`config.mk`:
```
export PLATFORM = sky130hd
export DESIGN_NAME = control_sequencer
export DESIGN_NICKNAME = d
export VERILOG_FILES = /design/src/rtl/control_sequencer.sv
export SDC_FILE = /design/constraint.sdc
export NUM_CORES = 1
export LEC_CHECK = 0
export ABC_AREA = 1
export CAP_MARGIN = 0
export CORE_ASPECT_RATIO = 0.9
export CORE_MARGIN = 2
export CORE_UTILIZATION = 37
export DETAILED_ROUTE_END_ITERATION = 16
export PLACE_DENSITY = 0.81
export SLEW_MARGIN = 20
export SYNTH_ARGS = -nofsm -noshare
export SYNTH_HDL_FRONTEND = slang
export SYNTH_SLANG_ARGS = --single-unit
```
`constraint.sdc`:
```
create_clock -name clk -period 1.9 [get_ports clk]
set_input_delay 0.285 -clock clk [delete_from_list [all_inputs] [get_ports clk]]
set_output_delay 0.285 -clock clk [all_outputs]
set_load 0.1 [all_outputs]
```
`src/rtl/control_sequencer.sv`:
```
// Fetch/execute control sequencer: walks IDLE->T0..T6->DONE and decodes
// one-hot register load enables and bus source selects from state and IR.
module control_sequencer (
    input  logic        clk,
    input  logic        clr,
    input  logic        start,
    input  logic        mem_ready,
    input  logic [31:0] ir,
    output logic [31:0] enable,
    output logic [31:0] bus_select,
    output logic        mem_read,
    output logic        inc_pc,
    output logic [4:0]  alu_op,
    output logic        busy,
    output logic        done,
    output logic        illegal,
    output logic [15:0] instr_count,
    output logic [3:0]  dbg_state_o
);

    localparam int IDX_HI      = 16;
    localparam int IDX_LO      = 17;
    localparam int IDX_ZHIGH   = 18;
    localparam int IDX_ZLOW    = 19;
    localparam int IDX_PC      = 20;
    localparam int IDX_MDR     = 21;
    localparam int IDX_IR      = 23;
    localparam int IDX_Z       = 24;
    localparam int IDX_MAR     = 25;
    localparam int IDX_Y       = 27;

    typedef enum logic [3:0] {
        S_IDLE = 4'd0,
        S_T0   = 4'd1,
        S_T1   = 4'd2,
        S_T2   = 4'd3,
        S_T3   = 4'd4,
        S_T4   = 4'd5,
        S_T5   = 4'd6,
        S_T6   = 4'd7,
        S_DONE = 4'd8
    } state_e;

    state_e      state_q, state_d;
    logic [15:0] instr_count_q, instr_count_d;

    logic [4:0]  op;
    logic [3:0]  ra, rb, rc;
    logic        is_alu, is_muldiv, is_legal;
    logic [4:0]  src1_idx, src2_idx, dst_idx;
    logic        ir_unused;

    assign op = ir[31:27];
    assign ra = ir[26:23];
    assign rb = ir[22:19];
    assign rc = ir[18:15];
    assign ir_unused = ^ir[14:0];

    assign is_alu    = (op >= 5'd3) && (op <= 5'd14);
    assign is_muldiv = (op == 5'd15) || (op == 5'd16);
    assign is_legal  = is_alu || is_muldiv;

    // MUL/DIV read ra/rb and write HI/LO; ALU ops read rb/rc and write ra.
    assign src1_idx = is_muldiv ? {1'b0, ra} : {1'b0, rb};
    assign src2_idx = is_muldiv ? {1'b0, rb} : {1'b0, rc};
    assign dst_idx  = {1'b0, ra};

    always_ff @(posedge clk or posedge clr) begin
        if (clr) begin
            state_q       <= S_IDLE;
            instr_count_q <= 16'd0;
        end else begin
            state_q       <= state_d;
            instr_count_q <= instr_count_d;
        end
    end

    always_comb begin
        state_d       = state_q;
        instr_count_d = instr_count_q;
        unique case (state_q)
            S_IDLE: if (start) state_d = S_T0;
            S_T0:   state_d = S_T1;
            S_T1:   if (mem_ready) state_d = S_T2;
            S_T2:   state_d = S_T3;
            S_T3:   state_d = is_legal ? S_T4 : S_DONE;
            S_T4:   state_d = S_T5;
            S_T5:   state_d = is_muldiv ? S_T6 : S_DONE;
            S_T6:   state_d = S_DONE;
            S_DONE: begin
                state_d       = S_IDLE;
                instr_count_d = instr_count_q + 16'd1;
            end
            default: state_d = S_IDLE;
        endcase
    end

    always_comb begin
        enable     = 32'd0;
        bus_select = 32'd0;
        mem_read   = 1'b0;
        inc_pc     = 1'b0;
        alu_op     = 5'd0;
        busy       = (state_q != S_IDLE);
        done       = 1'b0;
        illegal    = 1'b0;
        unique case (state_q)
            S_IDLE: ;
            S_T0: begin
                bus_select[IDX_PC] = 1'b1;
                enable[IDX_MAR]    = 1'b1;
                inc_pc             = 1'b1;
            end
            S_T1: begin
                mem_read        = 1'b1;
                enable[IDX_MDR] = 1'b1;
            end
            S_T2: begin
                bus_select[IDX_MDR] = 1'b1;
                enable[IDX_IR]      = 1'b1;
            end
            S_T3: begin
                if (is_legal) begin
                    bus_select[src1_idx] = 1'b1;
                    enable[IDX_Y]        = 1'b1;
                end else begin
                    illegal = 1'b1;
                end
            end
            S_T4: begin
                bus_select[src2_idx] = 1'b1;
                enable[IDX_Z]        = 1'b1;
                alu_op               = op;
            end
            S_T5: begin
                bus_select[IDX_ZLOW] = 1'b1;
                if (is_muldiv) enable[IDX_LO] = 1'b1;
                else           enable[dst_idx] = 1'b1;
            end
            S_T6: begin
                bus_select[IDX_ZHIGH] = 1'b1;
                enable[IDX_HI]        = 1'b1;
            end
            S_DONE: begin
                done    = 1'b1;
                illegal = ~is_legal;
            end
            default: ;
        endcase
    end

    assign instr_count = instr_count_q;
    assign dbg_state_o = state_q;

endmodule

```
==> impl_metrics.csv, run 1 <==
group,metric,value,unit
final_layout,diodes,0,
critical_path,r2r_slack,0.03,ns
timing,max_freq,405,MHz
power_and_ir_drop,p_sw,2.89,mW
critical_path,critPathLaunchType,"flop",
yosys,synthXorXnorAreaFrac,5.50,%
clock_tree,clk_latency,0.27,ns
global_routing,overflow,0,
power_and_ir_drop,power.density,989,nW/um^2
placed_design,place_area,4310,sq um
placed_design,globalplace.congestion,0.836,
yosys,synthMuxAreaShare,0,%
global_routing,grt_pass1_vias,3037,
yosys,synth-seq-area-share,24.2,%
hold_path,hold_path_class,"in -> async",
final_layout,seqCellArea,517,sq um
power_and_ir_drop,power_frac_comb,78.0,%
power_and_ir_drop,leakage,2.23,nW
global_routing,antenna_found_initial,0,
yosys,syn-mean-instance-area,6.33,sq um
placed_design,port_buffers,93,
outcome,outcome,"complete, but fails checks",
power_and_ir_drop,p_int,2.03,mW
timing,drv_slew,0,
yosys,ys_types,27,
yosys,synth-adder-area-share,0.605,%
clock_tree,clk_pin_slew_worst_paths,0.08,ns
timing,hold_violations,0,
drt,wire_per_inst,23.1,um
critical_path,critPathCaptureType,"output port",
yosys,ys_ff_latch,20,
global_routing,grt_start_max_net_pins,21,
floorplan,start_util,38.9,%
critical_path,worst-path-max-fanout,4,
run,max_cap_viol_count,0,
floorplan,die_y,75.0,um
final_layout,syn_to_final_growth,140,%
final_layout,postLayoutCellArea,4980,sq um
yosys,synth_compound_area_share,2.78,%
drt,first_iter_violations,236,
timing,rsz0062_at_grt,"yes",
power_and_ir_drop,power,4.92,mW
final_layout,final_layout_size_suffix_gt1_share,59.3,%
critical_path,crit_buf_inv,3,
critical_path,cp.arrival,2.19,ns
timing,worst_slack,-0.572,ns
power_and_ir_drop,ir_drop,0.00159,V
critical_path,critPathKind,"reg -> out",
floorplan,core.rowCount,25,
drt,drt_wl_total,12.8,mm
placed_design,hpwlAfterDp,6.51,mm
critical_path,path_cells,"nor2_4 > inv_2 > nor3_4 > nand3_2 > nor2_4 > buf_12 > nand2_4 > nand2_8 > buf_12",
global_routing,grt.total_usage,32.7,%
drt,vias,3195,
yosys,yosys_warnings,0,
critical_path,crit_slowest_cell,"dfrtp_4",
floorplan,ios,130,
floorplan,die_area,6210,sq um
power_and_ir_drop,clkPwrFrac,9.0,%
final_layout,multiInputGateArea,2120,sq um
critical_path,cp.required,1.62,ns
drt,dr.pass1.iters,5,
yosys,synthSimpleGateAreaFrac,50.1,%
global_routing,grt_pass1_wl,16.0,mm
clock_tree,cts_tree,"yes",
drt,drtAntennaViolNets,0,
timing,period_needed,2.47,ns
power_and_ir_drop,power_frac_seq,13.0,%
clock_tree,cts_buffers,3,
floorplan,fp.dieW,82.8,um
final_layout,final_core_util,93.6,%
power_and_ir_drop,netSwitchingFraction,58.7,%
yosys,synthCells,327,
final_layout,nFillCells,151,
clock_tree,clockRootBuffer,"clkbuf_8",
timing,hold_ws,0.352,ns
critical_path,critPathTopFamily,"simple AND/OR/NAND/NOR gates",
clock_tree,cts_hold_buf,0,
final_layout,finalNetCount,524,
yosys,synth_top_family_by_area,"simple AND/OR/NAND/NOR gates",
placed_design,pre_cts_slack,-0.690,ns
clock_tree,clk_path_buf_depth,2,
outcome,violations,"setup timing",
critical_path,slowest_delay,0.50,ns
drt,vias_per_cell,5.78,
drt,drc_errors,0,
yosys,synth_area,2070,sq um
timing,setup-violations-final,44,
timing,period_share,130,%
clock_tree,clkSinkCount,20,
timing,clock_skew,0.00449,ns
floorplan,core,5320,sq um
clock_tree,h-tree-depth,1,
area by class of cell:
type / count / share of cell area (%)
Tap cell: 67 / 1.68
Clock inverter: 1 / 0.603
Timing Repair Buffer: 162 / 40.5
Clock buffer: 3 / 0.830
Sequential cell: 20 / 10.4
Inverter: 36 / 3.27
Multi-Input combinational cell: 264 / 42.7
power groups by stage:
stage	Combinational, mW	Clock [mW]	Sequential (mW)
after floorplan	1.83	0	1.11
after global placement	3.22	0	0.630
after detailed placement	3.27	0	0.636
after CTS	3.53	0.437	0.629
after global routing	3.93	0.452	0.647
final	3.84	0.441	0.642
layout by cell type, fill, tap and decap left out, drive strengths merged:
cell           count
nand4              3
clkbuf             3
dlymetal6s2s       1
xnor2              7
a21oi              2
xor2               6
nand3             47
dfrtp             20
o22ai              1
nand2            105
bufinv             1
clkdlybuf4s50     14
o221ai             1
buf              147
o21ai              5
nor3               4
ha                 1
conb              21
inv               32
nor2              61
clkinvlp           4
synthesized netlist by cell type, drive strengths merged:
master / number / share of area, %
dfrtp: 20 / 24
xor2: 6 / 2.5
o221ai: 1 / 0.42
o21ai: 5 / 1.6
buf: 27 / 10
nand3: 47 / 13
nor3: 4 / 2.0
o22ai: 1 / 0.30
conb: 1 / 0.18
inv: 36 / 6.5
nand4: 3 / 0.91
xnor2: 7 / 3.0
a21oi: 2 / 0.48
nor2: 61 / 13
ha: 1 / 0.60
nand2: 105 / 21
timing repair:
item	in CTS	in global routing
endpoints found under the setup margin	46	51
gates resized for setup	92	19
buffers inserted	16	15
pin swaps	22	15
per-stage QoR:
stage / instances / setup TNS [ns]
floorplan: 347 / -32.37
global placement: 523 / -19.61
detailed placement: 523 / -21.16
CTS: 542 / -8.19
global route: 553 / -17.46
finish: 553 / -15.46
worst paths after layout:
path                                start               to  cells after the start
setup / recovery           dbg_state_o[3]    bus_select[3]                      9
min in group clk           instr_count[0]   instr_count[0]                      1
setup reg to reg           dbg_state_o[3]   dbg_state_o[0]                     11
hold reg to reg            instr_count[0]   instr_count[0]                      1
hold / removal                        clr  instr_count[15]                      3
max in group asynchronous             clr   dbg_state_o[3]                      3
sequential cells by signal, summed over array words and instances, names as in the netlist:
signal	flops
dbg_state_o	4
instr_count	16
layer usage:
| layer | vias to the layer above | part of all wire [%] | GRT usage [%] |
|---|---|---|---|
| met5 | - | 0 | 0 |
| met1 | 1522 | 32 | 36.0 |
| met3 | 97 | 8.8 | 5.48 |
| li1 | 1302 | - | - |
| met4 | 0 | 8.7 | 16.0 |
| met2 | 274 | 50 | 62.5 |
worst reg2reg max path, stage by stage, from the launching register on:
cell and delay (ns):
dfrtp_4 0.50, buf_4 0.18, inv_4 0.08, nand2_8 0.07
nor2_4 0.16, nand2_4 0.08, buf_4 0.14, buf_4 0.12
buf_4 0.12, buf_4 0.12, o22ai_1 0.10, a21oi_1 0.08
cell families (layout without fill, tap and decap cells):
group / count (synthesis) / after routing
AOI/OAI and AO/OA: 9 / 9
xor gates and xnor gates: 13 / 13
adders and majority gates: 1 / 1
buffers and inverters: 63 / 202
DFF: 20 / 20
other: 1 / 21
and+or+nand+nor: 220 / 220
Power figures use the tool's default switching activity.
==> run 2: changes to the inputs <==
PLACE_DENSITY = 0.87   (was 0.81)
==> impl_metrics.csv, run 2 (synthesized netlist as in run 1, its figures left out) <==
group,metric,value,unit
clock_tree,cts_hold_buf,0,
drt,drtAntennaViolNets,0,
clock_tree,clockRootBuffer,"clkbuf_8",
run,max_cap_viol_count,0,
drt,wire_per_inst,26.4,um
timing,hold_violations,0,
clock_tree,clkSinkCount,20,
timing,drv_slew,0,
power_and_ir_drop,ir_drop,0.00182,V
clock_tree,clk_latency,0.26,ns
critical_path,critPathLaunchType,"input port",
clock_tree,h-tree-depth,1,
outcome,outcome,"complete, but fails checks",
hold_path,hold_path_class,"in -> async",
clock_tree,cts_buffers,3,
final_layout,final_core_util,95.0,%
floorplan,start_util,38.9,%
placed_design,dp.cells,517,
clock_tree,cts_tree,"yes",
critical_path,cp.arrival,2.25,ns
placed_design,hpwlAfterDp,6.97,mm
global_routing,grt.total_usage,34.1,%
timing,max_freq,395,MHz
global_routing,overflow,0,
global_routing,grt_pass1_wl,16.8,mm
critical_path,worst-path-max-fanout,4,
power_and_ir_drop,power.density,967,nW/um^2
placed_design,globalplace.congestion,0.851,
floorplan,die_area,6210,sq um
floorplan,core.rowCount,25,
timing,clock_skew,0.00308,ns
placed_design,port_buffers,93,
global_routing,antenna_found_initial,0,
timing,worst_slack,-0.634,ns
final_layout,largest_reg_flops,16,
power_and_ir_drop,power_frac_seq,13.5,%
final_layout,layout_common_cells,"71 x buf_4, 62 x buf_12, 56 x nand2_1",
floorplan,ios,130,
final_layout,stdcell_count,553,
drt,drc_errors,0,
power_and_ir_drop,power,4.89,mW
timing,rsz0062_at_grt,"yes",
power_and_ir_drop,clkPwrFrac,8.9,%
clock_tree,clk_path_buf_depth,2,
drt,dr.pass1.iters,5,
critical_path,critPathCaptureType,"output port",
final_layout,finalNetCount,524,
power_and_ir_drop,p_sw,2.92,mW
final_layout,diodes,0,
final_layout,final_layout_size_suffix_gt1_share,60.9,%
power_and_ir_drop,power_frac_comb,77.6,%
final_layout,syn_to_final_growth,144,%
floorplan,fp.dieW,82.8,um
global_routing,grt_pass1_vias,3206,
drt,vias_per_cell,6.17,
critical_path,cp.required,1.62,ns
global_routing,grt_start_max_net_pins,21,
critical_path,critPathKind,"in -> out",
floorplan,die_y,75.0,um
timing,setup-violations-final,47,
drt,first_iter_violations,340,
power_and_ir_drop,p_int,1.97,mW
timing,period_needed,2.53,ns
final_layout,layout_commonest_cell,"buf_4",
power_and_ir_drop,leakage,2.19,nW
drt,vias,3414,
drt,drt_wl_total,14.6,mm
power_and_ir_drop,netSwitchingFraction,59.7,%
floorplan,core,5320,sq um
outcome,violations,"setup timing",
clock_tree,clk_pin_slew_worst_paths,0.08,ns
timing,period_share,133,%
run 2: cell count changes in the layout (fill, tap and decap cells not counted), moves of 3 or more:
| cell | previous run | this run |
|---|---|---|
| nand3_1 | 26 | 23 |
| nand3_4 | 7 | 13 |
| nor2_1 | 17 | 14 |
| buf_4 | 76 | 71 |
| nand2_2 | 18 | 23 |
run 2: critical path: stages:
cell	delay, ns
clkdlybuf4s50_1	0.59
inv_1	0.10
nand3_1	0.20
nand2_1	0.22
nor2_4	0.28
nand3_2	0.25
nand2_8	0.13
buf_12	0.17
run 2: worst paths after layout:
kind	start	to	slack, ns	cells after the start
min in group clk	instr_count[2]	instr_count[2]	0.55	1
max in group asynchronous	clr	dbg_state_o[3]	1.30	3
worst min-delay path	clr	instr_count[13]	0.36	3
worst min register to register	instr_count[2]	instr_count[2]	0.55	1
worst max register to register	dbg_state_o[0]	instr_count[13]	-0.07	9
worst max-delay path	ir[19]	bus_select[9]	-0.63	8
run 2: final cells by class:
cell class,count,area [sq um]
tap,67,83.8
timing repair buffer,160,2020
multi-input combinational,266,2190
fill,139,265
clock buffer,3,41.3
sequential,20,517
inverter,36,165
clock inverter,1,30.0
run 2: through the flow:
stage	cell area [sq um]	hold WS, ns	worst slack [ns]	setup TNS [ns]
floorplan	2680	0.249	-0.937	-32.37
global placement	4310	0.490	-0.597	-17.23
detailed placement	4310	0.504	-0.749	-20.67
CTS	4820	0.356	-0.321	-9.00
global route	5050	0.428	-0.643	-18.65
finish	5050	0.358	-0.634	-17.82
run 2: repair_timing:
item | CTS | global route
pin swaps | 20 | 23
setup buffers | 10 | 21
gates cloned | 1 | 1
gates resized for setup | 96 | 32
endpoints found under the setup margin | 46 | 47
hold endpoints to repair | 0 | 0
run 2: power groups by stage:
stage          sequential, mW  clock, mW  combinational, mW
2_1_floorplan            1.11          0               1.83
3_3_place_gp            0.624          0               3.23
3_5_place_dp            0.630          0               3.28
4_1_cts                 0.632      0.432               3.50
5_1_grt                 0.662      0.453               3.84
6_report                0.660      0.436               3.79
run 2: layer usage:
metal | vias to the layer above | GRT usage (%) | routed length (um)
li1 | 1307 | - | -
met1 | 1587 | 34.4 | 4390
met2 | 379 | 67.8 | 7210
met3 | 141 | 6.80 | 1680
met4 | 0 | 18.4 | 1340
met5 | - | 0 | 0
==> run 3: changes to the inputs <==
CAP_MARGIN = 20   (was 0)
CORE_UTILIZATION = 34   (was 37)
PLACE_DENSITY = 0.84   (was 0.87)
SLEW_MARGIN = 5   (was 20)
clock period = 2.3 ns   (was 1.9 ns; I/O delays follow)
==> impl_metrics.csv, run 3 (synthesized netlist as in run 1, its figures left out) <==
group,metric,value,unit
outcome,outcome,"complete, but fails checks",
outcome,violations,"setup timing",
critical_path,cp.arrival,2.12,ns
placed_design,port_buffers,93,
drt,drtAntennaViolNets,0,
timing,tightest_slew,0.515,ns
final_layout,finalNetCount,502,
power_and_ir_drop,ir_drop,0.000484,V
timing,clock_skew,0.00715,ns
power_and_ir_drop,power,3.62,mW
timing,max_freq,406,MHz
timing,slew-limit-headroom,65.5,%
global_routing,grt.total_usage,23.5,%
floorplan,start_util,35.7,%
global_routing,grt_pass1_wl,12.9,mm
final_layout,layout_common_cells,"57 x buf_4, 56 x buf_12, 54 x nand2_1",
placed_design,globalplace.congestion,0.836,
floorplan,die_y,78.0,um
timing,hold_ws,0.410,ns
final_layout,largest_reg_flops,16,
clock_tree,clk_path_buf_depth,2,
timing,drv_slew,0,
global_routing,overflow,0,
final_layout,diodes,0,
timing,worst_slack,-0.161,ns
drt,wl_met1,3.35,mm
placed_design,hpwlAfterDp,5.81,mm
critical_path,crit_buf_inv,2,
placed_design,dp.cells,507,
critical_path,path_cells,"clkdlybuf4s15_2 > nor2_4 > nand3_2 > nand3_1 > nand2_1 > nor2_4 > nand3_2 > nand2_8 > buf_12",
floorplan,core.rowCount,26,
drt,drc_errors,0,
run,max_cap_viol_count,0,
drt,drt_wl_total,9.70,mm
timing,period_needed,2.46,ns
critical_path,crit_slowest_cell,"nor2_4",
clock_tree,cts_tree,"yes",
placed_design,pre_cts_slack,-0.410,ns
critical_path,critPathCaptureType,"output port",
drt,top_layer_used,"met4",
floorplan,core,5790,sq um
drt,vias_per_cell,5.21,
global_routing,grt_start_max_net_pins,21,
hold_path,hold_path_class,"in -> async",
power_and_ir_drop,power.density,755,nW/um^2
timing,setup-violations-final,20,
floorplan,die_area,6730,sq um
global_routing,antenna_found_initial,0,
critical_path,worst-path-max-fanout,5,
drt,first_iter_violations,113,
drt,route.met3.wl,632,um
global_routing,grt_pass1_vias,2728,
final_layout,final_layout_size_suffix_gt1_share,58.2,%
floorplan,ios,130,
critical_path,critPathTopFamily,"simple AND/OR/NAND/NOR gates",
clock_tree,clk_latency,0.26,ns
critical_path,cp.required,1.96,ns
power_and_ir_drop,leakage,2.10,nW
clock_tree,clockRootBuffer,"clkbuf_8",
floorplan,fp.dieW,86.2,um
clock_tree,h-tree-depth,1,
timing,hold_violations,0,
critical_path,slowest_delay,0.29,ns
final_layout,syn_to_final_growth,132,%
clock_tree,clk_pin_slew_worst_paths,0.08,ns
drt,wl_met2,5.18,mm
critical_path,critPathLaunchType,"input port",
clock_tree,clkSinkCount,20,
drt,vias,2780,
final_layout,stdcell_count,534,
critical_path,critPathKind,"in -> out",
drt,dr.pass1.iters,4,
timing,period_share,107,%
drt,wire_per_inst,18.2,um
clock_tree,cts_buffers,3,
final_layout,layout_commonest_cell,"buf_4",
timing,rsz0062_at_grt,"yes",
final_layout,nFillCells,298,
[run 3: final cells by class]
type | count | area (sq um) | share of cell area, %
clock inverter | 1 | 30.0 | 0.626
inverter | 36 | 156 | 3.26
tap | 70 | 87.6 | 1.83
multi-input combinational | 267 | 2180 | 45.5
sequential | 20 | 513 | 10.7
clock buffer | 3 | 41.3 | 0.860
timing repair buffer | 137 | 1790 | 37.2
[run 3: what timing repair did]
| item | in CTS | in global routing |
|---|---|---|
| resized for setup | 63 | 52 |
| setup endpoints to repair | 33 | 32 |
| hold endpoints to repair | 0 | 0 |
| setup buffers | 5 | 15 |
| hold buffers | 0 | 0 |
| pin swaps | 16 | 28 |
| cloned | 3 | 0 |
[run 3: report_power, final]
part / switching [mW] / internal, mW / total [mW]
logic: 1.98 / 0.754 / 2.74
registers: 0.108 / 0.422 / 0.530
clock network: 0.122 / 0.232 / 0.355
total: 2.21 / 1.41 / 3.62
[run 3: tightest hold or removal path: cells and delay by family]
family	cells	cell delay [ns]
buffers and inverters	3	0.72
[run 3: worst paths after layout]
check	depth (start not counted)	start	slack [ns]	to
worst max-delay path	9	ir[30]	-0.16	bus_select[10]
worst min-delay path	3	clr	0.41	instr_count[10]
worst max register to register	7	dbg_state_o[0]	0.59	instr_count[13]
worst min register to register	1	instr_count[11]	0.54	instr_count[11]
max in group asynchronous	3	clr	1.64	dbg_state_o[3]
min in group clk	1	instr_count[11]	0.54	instr_count[11]
[run 3: through the flow]
step                      utilization (%)  setup TNS (ns)  cell area [sq um]
after floorplan                         -          -14.74               2650
after global placement               70.7           -6.95               4090
after detailed placement             70.7           -9.48               4090
after CTS                            77.2          -0.199               4470
after global routing                 82.9           -3.36               4800
final                                82.9           -1.92               4800
[run 3: layer usage]
metal,GRT usage [%],vias up
met3,4.73,48
met2,43.6,161
met5,0,-
met4,9.22,0
li1,-,1261
met1,26.1,1310
